$ cat src/rtl/spi_slave_regs_if.sv
`default_nettype none
// ============================================================================
// Module      : spi_slave_regs_if
// Description : Bundle of the SPI pins, the host preload port and the access
//               report outputs of spi_slave_regs.
//               slave  modport : seen by the responder (spi_slave_regs)
//               master modport : seen by the SPI master / host side
//               Optional SPI_SLAVE_FRAME_ERR_EN adds the frame_err signal.
// Ports       : sclk, cs, mosi, miso           - SPI link (mode 0, cs low)
//               ld_en, ld_addr, ld_data        - host preload
//               wr_vld, rd_vld                 - access completion pulses
//               acc_addr, acc_data             - last committed access
// Revision    : 1.0 - initial release
// ============================================================================
interface spi_slave_regs_if #(
  parameter int ADDR_WIDTH = 3,
  parameter int DATA_WIDTH = 8
);
  logic                  sclk;
  logic                  cs;
  logic                  mosi;
  logic                  miso;
  logic                  ld_en;
  logic [ADDR_WIDTH-1:0] ld_addr;
  logic [DATA_WIDTH-1:0] ld_data;
  logic                  wr_vld;
  logic                  rd_vld;
  logic [ADDR_WIDTH-1:0] acc_addr;
  logic [DATA_WIDTH-1:0] acc_data;
`ifdef SPI_SLAVE_FRAME_ERR_EN
  logic                  frame_err;

  modport slave (
    input  sclk, cs, mosi, ld_en, ld_addr, ld_data,
    output miso, wr_vld, rd_vld, acc_addr, acc_data, frame_err
  );

  modport master (
    output sclk, cs, mosi, ld_en, ld_addr, ld_data,
    input  miso, wr_vld, rd_vld, acc_addr, acc_data, frame_err
  );
`else
  modport slave (
    input  sclk, cs, mosi, ld_en, ld_addr, ld_data,
    output miso, wr_vld, rd_vld, acc_addr, acc_data
  );

  modport master (
    output sclk, cs, mosi, ld_en, ld_addr, ld_data,
    input  miso, wr_vld, rd_vld, acc_addr, acc_data
  );
`endif
endinterface
`default_nettype wire

$ cat src/rtl/spi_slave_regs.sv
`default_nettype none
// ============================================================================
// Module      : spi_slave_regs
// Description : SPI mode-0 responder terminating 1+ADDR_WIDTH+DATA_WIDTH bit
//               command frames (R/W, address, data; MSB first) against an
//               internal bank of 2^ADDR_WIDTH x DATA_WIDTH registers that the
//               local host can also preload. sclk/cs/mosi are oversampled in
//               the clk domain through 2-FF synchronizers.
// Ports       : clk    - system clock
//               rst_n  - asynchronous active-low reset
//               bus    - spi_slave_regs_if.slave (SPI pins, preload port,
//                        wr_vld/rd_vld pulses, acc_addr/acc_data report)
// Options     : SPI_SLAVE_FRAME_ERR_EN - adds bus.frame_err, a one-cycle
//               pulse when a frame is aborted by cs rising mid-frame.
// Revision    : 1.0 - initial release
// ============================================================================
module spi_slave_regs #(
  parameter int ADDR_WIDTH = 3,
  parameter int DATA_WIDTH = 8
) (
  input wire logic        clk,
  input wire logic        rst_n,
  spi_slave_regs_if.slave bus
);

  localparam int C_HDR_LEN   = 1 + ADDR_WIDTH;
  localparam int C_FRAME_LEN = C_HDR_LEN + DATA_WIDTH;
  localparam int C_CNT_W     = $clog2(C_FRAME_LEN);
  localparam int C_DEPTH     = 1 << ADDR_WIDTH;
  localparam logic [C_CNT_W-1:0] C_HDR_LAST   = C_CNT_W'(C_HDR_LEN - 1);
  localparam logic [C_CNT_W-1:0] C_FRAME_LAST = C_CNT_W'(C_FRAME_LEN - 1);

  typedef enum logic [2:0] {
    S_IDLE    = 3'd0,
    S_HDR     = 3'd1,
    S_WR      = 3'd2,
    S_RD      = 3'd3,
    S_WAIT_CS = 3'd4
  } state_t;

  state_t state_q, state_d;

  // Synchronizers: bits [1:0] are the 2-FF chain, bit [2] is the one-cycle
  // delayed synchronized value used for edge detection.
  logic [2:0] sclk_q;
  logic [2:0] cs_q;
  logic [1:0] mosi_q;

  logic [C_CNT_W-1:0]    bit_cnt_q;
  logic [DATA_WIDTH-2:0] rx_q;      // previously received bits; current bit comes from mosi_s
  logic [ADDR_WIDTH-1:0] addr_q;
  logic [DATA_WIDTH-1:0] tx_q;
  logic                  miso_q;
  logic                  wr_vld_q;
  logic                  rd_vld_q;
  logic [ADDR_WIDTH-1:0] acc_addr_q;
  logic [DATA_WIDTH-1:0] acc_data_q;
  logic [DATA_WIDTH-1:0] regs_q [C_DEPTH];

  logic                  sclk_rise, sclk_fall, cs_rise, cs_fall, mosi_s;
  logic                  hdr_done, wr_commit, rd_done;
  logic [C_HDR_LEN-1:0]  hdr_word;
  logic [ADDR_WIDTH-1:0] hdr_addr;
  logic [DATA_WIDTH-1:0] data_word;

  always_ff @(posedge clk or negedge rst_n) begin
    if (!rst_n) begin
      sclk_q <= '0;
      cs_q   <= '1;
      mosi_q <= '0;
    end else begin
      sclk_q <= {sclk_q[1:0], bus.sclk};
      cs_q   <= {cs_q[1:0], bus.cs};
      mosi_q <= {mosi_q[0], bus.mosi};
    end
  end

  assign sclk_rise = sclk_q[1] & ~sclk_q[2];
  assign sclk_fall = ~sclk_q[1] & sclk_q[2];
  assign cs_rise   = cs_q[1] & ~cs_q[2];
  assign cs_fall   = ~cs_q[1] & cs_q[2];
  assign mosi_s    = mosi_q[1];

  // Words as they stand once the bit on the current rising edge is included.
  assign hdr_word  = {rx_q[C_HDR_LEN-2:0], mosi_s};
  assign hdr_addr  = hdr_word[ADDR_WIDTH-1:0];
  assign data_word = {rx_q, mosi_s};

  always_ff @(posedge clk or negedge rst_n) begin
    if (!rst_n) state_q <= S_IDLE;
    else        state_q <= state_d;
  end

  always_comb begin
    state_d   = state_q;
    hdr_done  = 1'b0;
    wr_commit = 1'b0;
    rd_done   = 1'b0;
    unique case (state_q)
      S_IDLE: begin
        if (cs_fall) state_d = S_HDR;
      end
      S_HDR: begin
        if (cs_rise) begin
          state_d = S_IDLE;
        end else if (sclk_rise && bit_cnt_q == C_HDR_LAST) begin
          hdr_done = 1'b1;
          state_d  = hdr_word[C_HDR_LEN-1] ? S_RD : S_WR;
        end
      end
      S_WR: begin
        if (cs_rise) begin
          state_d = S_IDLE;
        end else if (sclk_rise && bit_cnt_q == C_FRAME_LAST) begin
          wr_commit = 1'b1;
          state_d   = S_WAIT_CS;
        end
      end
      S_RD: begin
        if (cs_rise) begin
          state_d = S_IDLE;
        end else if (sclk_rise && bit_cnt_q == C_FRAME_LAST) begin
          rd_done = 1'b1;
          state_d = S_WAIT_CS;
        end
      end
      S_WAIT_CS: begin
        if (cs_rise) state_d = S_IDLE;
      end
      default: state_d = S_IDLE;
    endcase
  end

  always_ff @(posedge clk or negedge rst_n) begin
    if (!rst_n) begin
      bit_cnt_q  <= '0;
      rx_q       <= '0;
      addr_q     <= '0;
      tx_q       <= '0;
      miso_q     <= 1'b0;
      wr_vld_q   <= 1'b0;
      rd_vld_q   <= 1'b0;
      acc_addr_q <= '0;
      acc_data_q <= '0;
    end else begin
      wr_vld_q <= wr_commit;
      rd_vld_q <= rd_done;

      if (state_q == S_IDLE)
        bit_cnt_q <= '0;
      else if (sclk_rise && state_q != S_WAIT_CS)
        bit_cnt_q <= bit_cnt_q + C_CNT_W'(1);

      if (sclk_rise) rx_q <= data_word[DATA_WIDTH-2:0];

      // The read value is frozen here, so later preloads cannot alter it.
      if (hdr_done) begin
        addr_q <= hdr_addr;
        tx_q   <= regs_q[hdr_addr];
      end

      // tx_q rotates rather than shifts: a complete read sees exactly
      // DATA_WIDTH falling edges, leaving tx_q holding the returned value.
      if (state_q == S_RD && sclk_fall) begin
        miso_q <= tx_q[DATA_WIDTH-1];
        tx_q   <= {tx_q[DATA_WIDTH-2:0], tx_q[DATA_WIDTH-1]};
      end else if (state_q == S_IDLE) begin
        miso_q <= 1'b0;
      end

      if (wr_commit) begin
        acc_addr_q <= addr_q;
        acc_data_q <= data_word;
      end else if (rd_done) begin
        acc_addr_q <= addr_q;
        acc_data_q <= tx_q;
      end
    end
  end

  // Register bank; the SPI write is assigned last so it wins over a
  // same-cycle preload to the same address.
  always_ff @(posedge clk or negedge rst_n) begin
    if (!rst_n) begin
      for (int i = 0; i < C_DEPTH; i++) regs_q[i] <= '0;
    end else begin
      if (bus.ld_en) regs_q[bus.ld_addr] <= bus.ld_data;
      if (wr_commit) regs_q[addr_q] <= data_word;
    end
  end

`ifdef SPI_SLAVE_FRAME_ERR_EN
  logic frame_err_q;

  always_ff @(posedge clk or negedge rst_n) begin
    if (!rst_n) frame_err_q <= 1'b0;
    else        frame_err_q <= cs_rise &&
                               (state_q == S_HDR || state_q == S_WR || state_q == S_RD);
  end

  assign bus.frame_err = frame_err_q;
`endif

  // miso is forced low whenever the master deselects us.
  assign bus.miso     = miso_q & ~bus.cs;
  assign bus.wr_vld   = wr_vld_q;
  assign bus.rd_vld   = rd_vld_q;
  assign bus.acc_addr = acc_addr_q;
  assign bus.acc_data = acc_data_q;

endmodule
`default_nettype wire

$ cat src/flat_wrapper.sv
// flat-port wrapper written by rule: the top's interface ports become plain ports
module spi_slave_regs_flat 
#(
  parameter int ADDR_WIDTH = 3,
  parameter int DATA_WIDTH = 8
)
  (clk, rst_n, bus_sclk, bus_cs, bus_mosi, bus_ld_en, bus_ld_addr, bus_ld_data, bus_miso, bus_wr_vld, bus_rd_vld, bus_acc_addr, bus_acc_data);
  spi_slave_regs_if #(.ADDR_WIDTH(ADDR_WIDTH), .DATA_WIDTH(DATA_WIDTH)) bus_i ();
  input wire logic clk;
  input wire logic rst_n;
  input wire logic [$bits(bus_i.sclk)-1:0] bus_sclk;
  input wire logic [$bits(bus_i.cs)-1:0] bus_cs;
  input wire logic [$bits(bus_i.mosi)-1:0] bus_mosi;
  input wire logic [$bits(bus_i.ld_en)-1:0] bus_ld_en;
  input wire logic [$bits(bus_i.ld_addr)-1:0] bus_ld_addr;
  input wire logic [$bits(bus_i.ld_data)-1:0] bus_ld_data;
  output wire logic [$bits(bus_i.miso)-1:0] bus_miso;
  output wire logic [$bits(bus_i.wr_vld)-1:0] bus_wr_vld;
  output wire logic [$bits(bus_i.rd_vld)-1:0] bus_rd_vld;
  output wire logic [$bits(bus_i.acc_addr)-1:0] bus_acc_addr;
  output wire logic [$bits(bus_i.acc_data)-1:0] bus_acc_data;
  assign bus_i.sclk = bus_sclk;
  assign bus_i.cs = bus_cs;
  assign bus_i.mosi = bus_mosi;
  assign bus_i.ld_en = bus_ld_en;
  assign bus_i.ld_addr = bus_ld_addr;
  assign bus_i.ld_data = bus_ld_data;
  assign bus_miso = bus_i.miso;
  assign bus_wr_vld = bus_i.wr_vld;
  assign bus_rd_vld = bus_i.rd_vld;
  assign bus_acc_addr = bus_i.acc_addr;
  assign bus_acc_data = bus_i.acc_data;
  spi_slave_regs #(.ADDR_WIDTH(ADDR_WIDTH), .DATA_WIDTH(DATA_WIDTH)) u_core (.clk(clk), .rst_n(rst_n), .bus(bus_i));
endmodule
$ cat config.mk
export PLATFORM = sky130hd
export DESIGN_NAME = spi_slave_regs_flat
export DESIGN_NICKNAME = d
export VERILOG_FILES = /design/src/rtl/spi_slave_regs_if.sv /design/src/rtl/spi_slave_regs.sv /design/src/flat_wrapper.sv
export SDC_FILE = /design/constraint.sdc
export NUM_CORES = 1
export LEC_CHECK = 0
export ABC_AREA = 1
export BUFFER_PORTS_ARGS = -buffer_cell sky130_fd_sc_hd__buf_2
export CORE_MARGIN = 2
export CORE_UTILIZATION = 60
export DETAILED_ROUTE_END_ITERATION = 16
export HOLD_SLACK_MARGIN = 0.12
export PLACE_DENSITY_LB_ADDON = 0.2
export SLEW_MARGIN = 20
export SYNTH_ARGS = -nofsm -noshare
export SYNTH_HDL_FRONTEND = slang
export SYNTH_SLANG_ARGS = --single-unit
$ cat constraint.sdc
create_clock -name clk -period 2.4 [get_ports clk]
set_input_delay 0.24 -clock clk [delete_from_list [all_inputs] [get_ports clk]]
set_output_delay 0.24 -clock clk [all_outputs]
set_load 0.05 [all_outputs]
==> results.py <==
metrics = {
    "run_status": {
        "status": "finished, final reports clean",
    },
    "routing": {
        "vias": 6064,
        "top_layer": "met4",
        "post_drt_wl_per_cell_um": 16.71,
        "initialDrtViolationCount": 672,
        "remaining_drc_errors": 0,
        "first_pass_iters": 6,
        "wl_met2_um": 8232,
        "ant_nets": 0,
        "dr_wl_met3_um": 1602,
        "via_per_inst": 5.814,
        "wl_um": 17420,
        "wl_met1_um": 7043,
    },
    "synth": {
        "synth_top_cells_by_area": "dfrtp_1 43%, nand2_1 22%, o21ai_0 6.6%",
        "synthArstFlopShare": 1.000,
        "syn_inst": 890,
        "dominantRegCellSynth": "dfrtp_1",
        "synth_nets": 908,
        "seq_area_frac_synth": 0.4423,
        "yosys.area.top_type": "dfrtp_1",
        "netlist_area_um2": 6289,
        "synth-edff-count": 0,
        "synth_cell_type_count": 27,
        "synth_seq_cells": 111,
        "netlist.area_leader.share": 0.4298,
        "syn_avg_cell_area_um2": 7.066,
        "yosysWarnings": 0,
    },
    "placed_design": {
        "placed_cell_area_um2": 6469,
        "gp_congestion": 0.9089,
        "portBuffers": 30,
        "dp.cells": 1023,
        "dp_hpwl_um": 11290,
        "pre_cts_ws_ns": 0.2838,
    },
    "critical_path": {
        "end_kind": "flip-flop",
        "reg2reg_slack_ns": 0.22,
        "cp.required_ns": 2.69,
        "rr_worst_depth": 9,
        "r2r-start": "u_core.bit_cnt_q[0]$_DFFE_PN0P_",
        "worstSetupStartpointType": "flip-flop",
        "path_max_fanout": 25,
        "reg2reg_to": "u_core.regs_q[42]$_DFF_PN0_",
        "arrival_ns": 2.46,
        "worstSetupPathType": "reg -> reg",
    },
    "timing": {
        "period_share": 0.9068,
        "finalMaxSlewViolations": 0,
        "hold_viol": 0,
        "max_slew.worst_pin.slew_ns": 0.7169,
        "fin_skew_ns": 0.007616,
        "fmax_ghz": 0.4595,
        "slew_headroom": 0.5216,
        "finalCriticalPeriod_ns": 2.176,
        "setup_slack_ns": 0.2236,
        "setup_viol": 0,
        "rsz0062_at_grt": "no",
        "final.setup.tns_ns": 0,
    },
    "final_layout": {
        "area_growth_pct": 7.004,
        "stdcell_count": 1043,
        "fin_util": 0.6577,
        "drive_gt1_frac": 0.09041,
        "final_area_um2": 6729,
        "layout.nets": 920,
        "n_antenna_cell": 0,
    },
    "global_route": {
        "grt_overflow": 0,
        "grtUsageTotal": 0.3245,
        "antenna_found_initial": 0,
        "grt_start_max_net_pins": 41,
        "grt_pass1_wl_um": 28370,
        "grt_pass1_vias": 5545,
    },
    "clock_tree": {
        "cts_setup_buffers": 0,
        "cts_hold_buf": 4,
        "clkSinkCount": 111,
        "ctsResizeCount": 0,
        "h-tree-depth": 3,
        "cts_buffers": 9,
        "cts_root_buf": "clkbuf_8",
        "cts_tree": "yes",
        "clk_latency_ns": 0.40,
        "clkSlewWorstSetupHoldPaths_ns": 0.10,
        "cts_max_path_buffers": 2,
    },
    "floorplanning": {
        "die_area_um2": 11320,
        "ios": 31,
        "initial_core_util": 0.6147,
        "row_count": 37,
        "dieWidth_um": 106.4,
        "die_y_um": 106.4,
        "core_um2": 10230,
    },
    "hold_path": {
        "min_to": "u_core.regs_q[2]$_DFF_PN0_",
        "holdPathStages": 5,
        "min-delay-start": "bus_ld_data[2]",
        "worstHoldPathType": "in -> reg",
    },
    "power": {
        "power_leakage_nw": 3.607,
        "irDropWorstVdd_uv": 475.6,
        "powerDensity_nw_per_um2": 738.5,
    },
    "job": {
        "drv_cap": 0,
    },
}
[registers in the layout, indices dropped and copies added (netlist names), 4 cells and up]
name / cells
u_core.regs_q: 64
u_core.bus.acc_data: 8
u_core.tx_q: 8
u_core.rx_q: 7
u_core.bit_cnt_q: 4
[where the power goes]
group	total, mW	switching [mW]	internal, mW
clock network	1.27	0.679	0.589
registers	2.45	0.270	2.18
logic	1.26	0.847	0.408
[per-stage QoR]
step	hold slack [ns]	total power, mW
2_1_floorplan	-0.05559	3.295
3_3_place_gp	0.2359	3.627
3_5_place_dp	0.2433	3.689
4_1_cts	0.1489	4.963
5_1_grt	0.1758	5.270
6_report	0.1689	4.969
[layer usage]
layer,vias up,global-route usage
met1,2861,0.4363
li1,2867,-
met2,298,0.5169
met4,0,0.1297
met3,38,0.06438
met5,-,0
[critical path, stage by stage, from the launching register on]
cell	delay [ns]
dfrtp_1	0.40
ha_1	0.26
inv_2	0.07
nor2_4	0.09
nand3_2	0.12
nor2_4	0.38
buf_4	0.37
nand3_4	0.17
nand2_1	0.12
nand2_1	0.06
[area by class of cell]
| cell class | count | area, um^2 |
|---|---|---|
| Clock buffer | 9 | 123.9 |
| Clock inverter | 7 | 96.34 |
| Fill cell | 908 | 3502 |
| Inverter | 93 | 349.1 |
| Multi-Input combinational cell | 636 | 2863 |
| Sequential cell | 111 | 2781 |
| Tap cell | 136 | 170.2 |
| Timing Repair Buffer | 51 | 345.3 |
[synthesized netlist by cell type (2+ instances only)]
| library cell | count |
|---|---|
| dfrtp_1 | 108 |
| inv_1 | 88 |
| nand3_1 | 71 |
| a21oi_1 | 2 |
| clkinv_1 | 3 |
| buf_2 | 21 |
| buf_8 | 5 |
| clkbuf_1 | 21 |
| nor2_1 | 23 |
| inv_2 | 2 |
| nor2_2 | 5 |
| nor2_4 | 2 |
| dfstp_2 | 3 |
| nor3_1 | 2 |
| nand3_4 | 4 |
| nand4_1 | 66 |
| o21ai_0 | 83 |
| nand2_1 | 372 |
[cells in the final DEF, fill, tap and decap left out, drive strengths merged]
cell type and instances:
bufinv 2, nor2 30, and3 1, o31ai 1, ha 1, nor3 3
dfrtp 108, o21ai 83, buf 47, clkbuf 9, nand4 66, dlygate4sd3 4
inv 91, clkinvlp 3, nand3 76, clkinv 4, dfstp 3, nand2 373
a21oi 2
[how the worst max path moves through the flow]
stage | end | from | slack [ns] | depth (start not counted)
2_1_floorplan | u_core.regs_q[32]$_DFF_PN0_ | u_core.bit_cnt_q[0]$_DFFE_PN0P_ | 0.89 | 9
3_3_place_gp | u_core.regs_q[45]$_DFF_PN0_ | u_core.bit_cnt_q[0]$_DFFE_PN0P_ | 0.42 | 9
3_5_place_dp | u_core.regs_q[42]$_DFF_PN0_ | u_core.bit_cnt_q[1]$_DFFE_PN0P_ | 0.28 | 9
4_1_cts | u_core.regs_q[42]$_DFF_PN0_ | u_core.bit_cnt_q[0]$_DFFE_PN0P_ | 0.26 | 9
5_1_grt | u_core.regs_q[37]$_DFF_PN0_ | u_core.bit_cnt_q[0]$_DFFE_PN0P_ | 0.04 | 9
6_report | u_core.regs_q[42]$_DFF_PN0_ | u_core.bit_cnt_q[0]$_DFFE_PN0P_ | 0.22 | 9
[kinds of logic after synthesis]
family,share of synthesized area
AOI/OAI and AO/OA,0.06884
adders and majority gates,0.001989
buffers and inverters,0.1025
DFF,0.4423
and+or+nand+nor,0.3844
No activity file was read; power rests on OpenSTA's default activity.
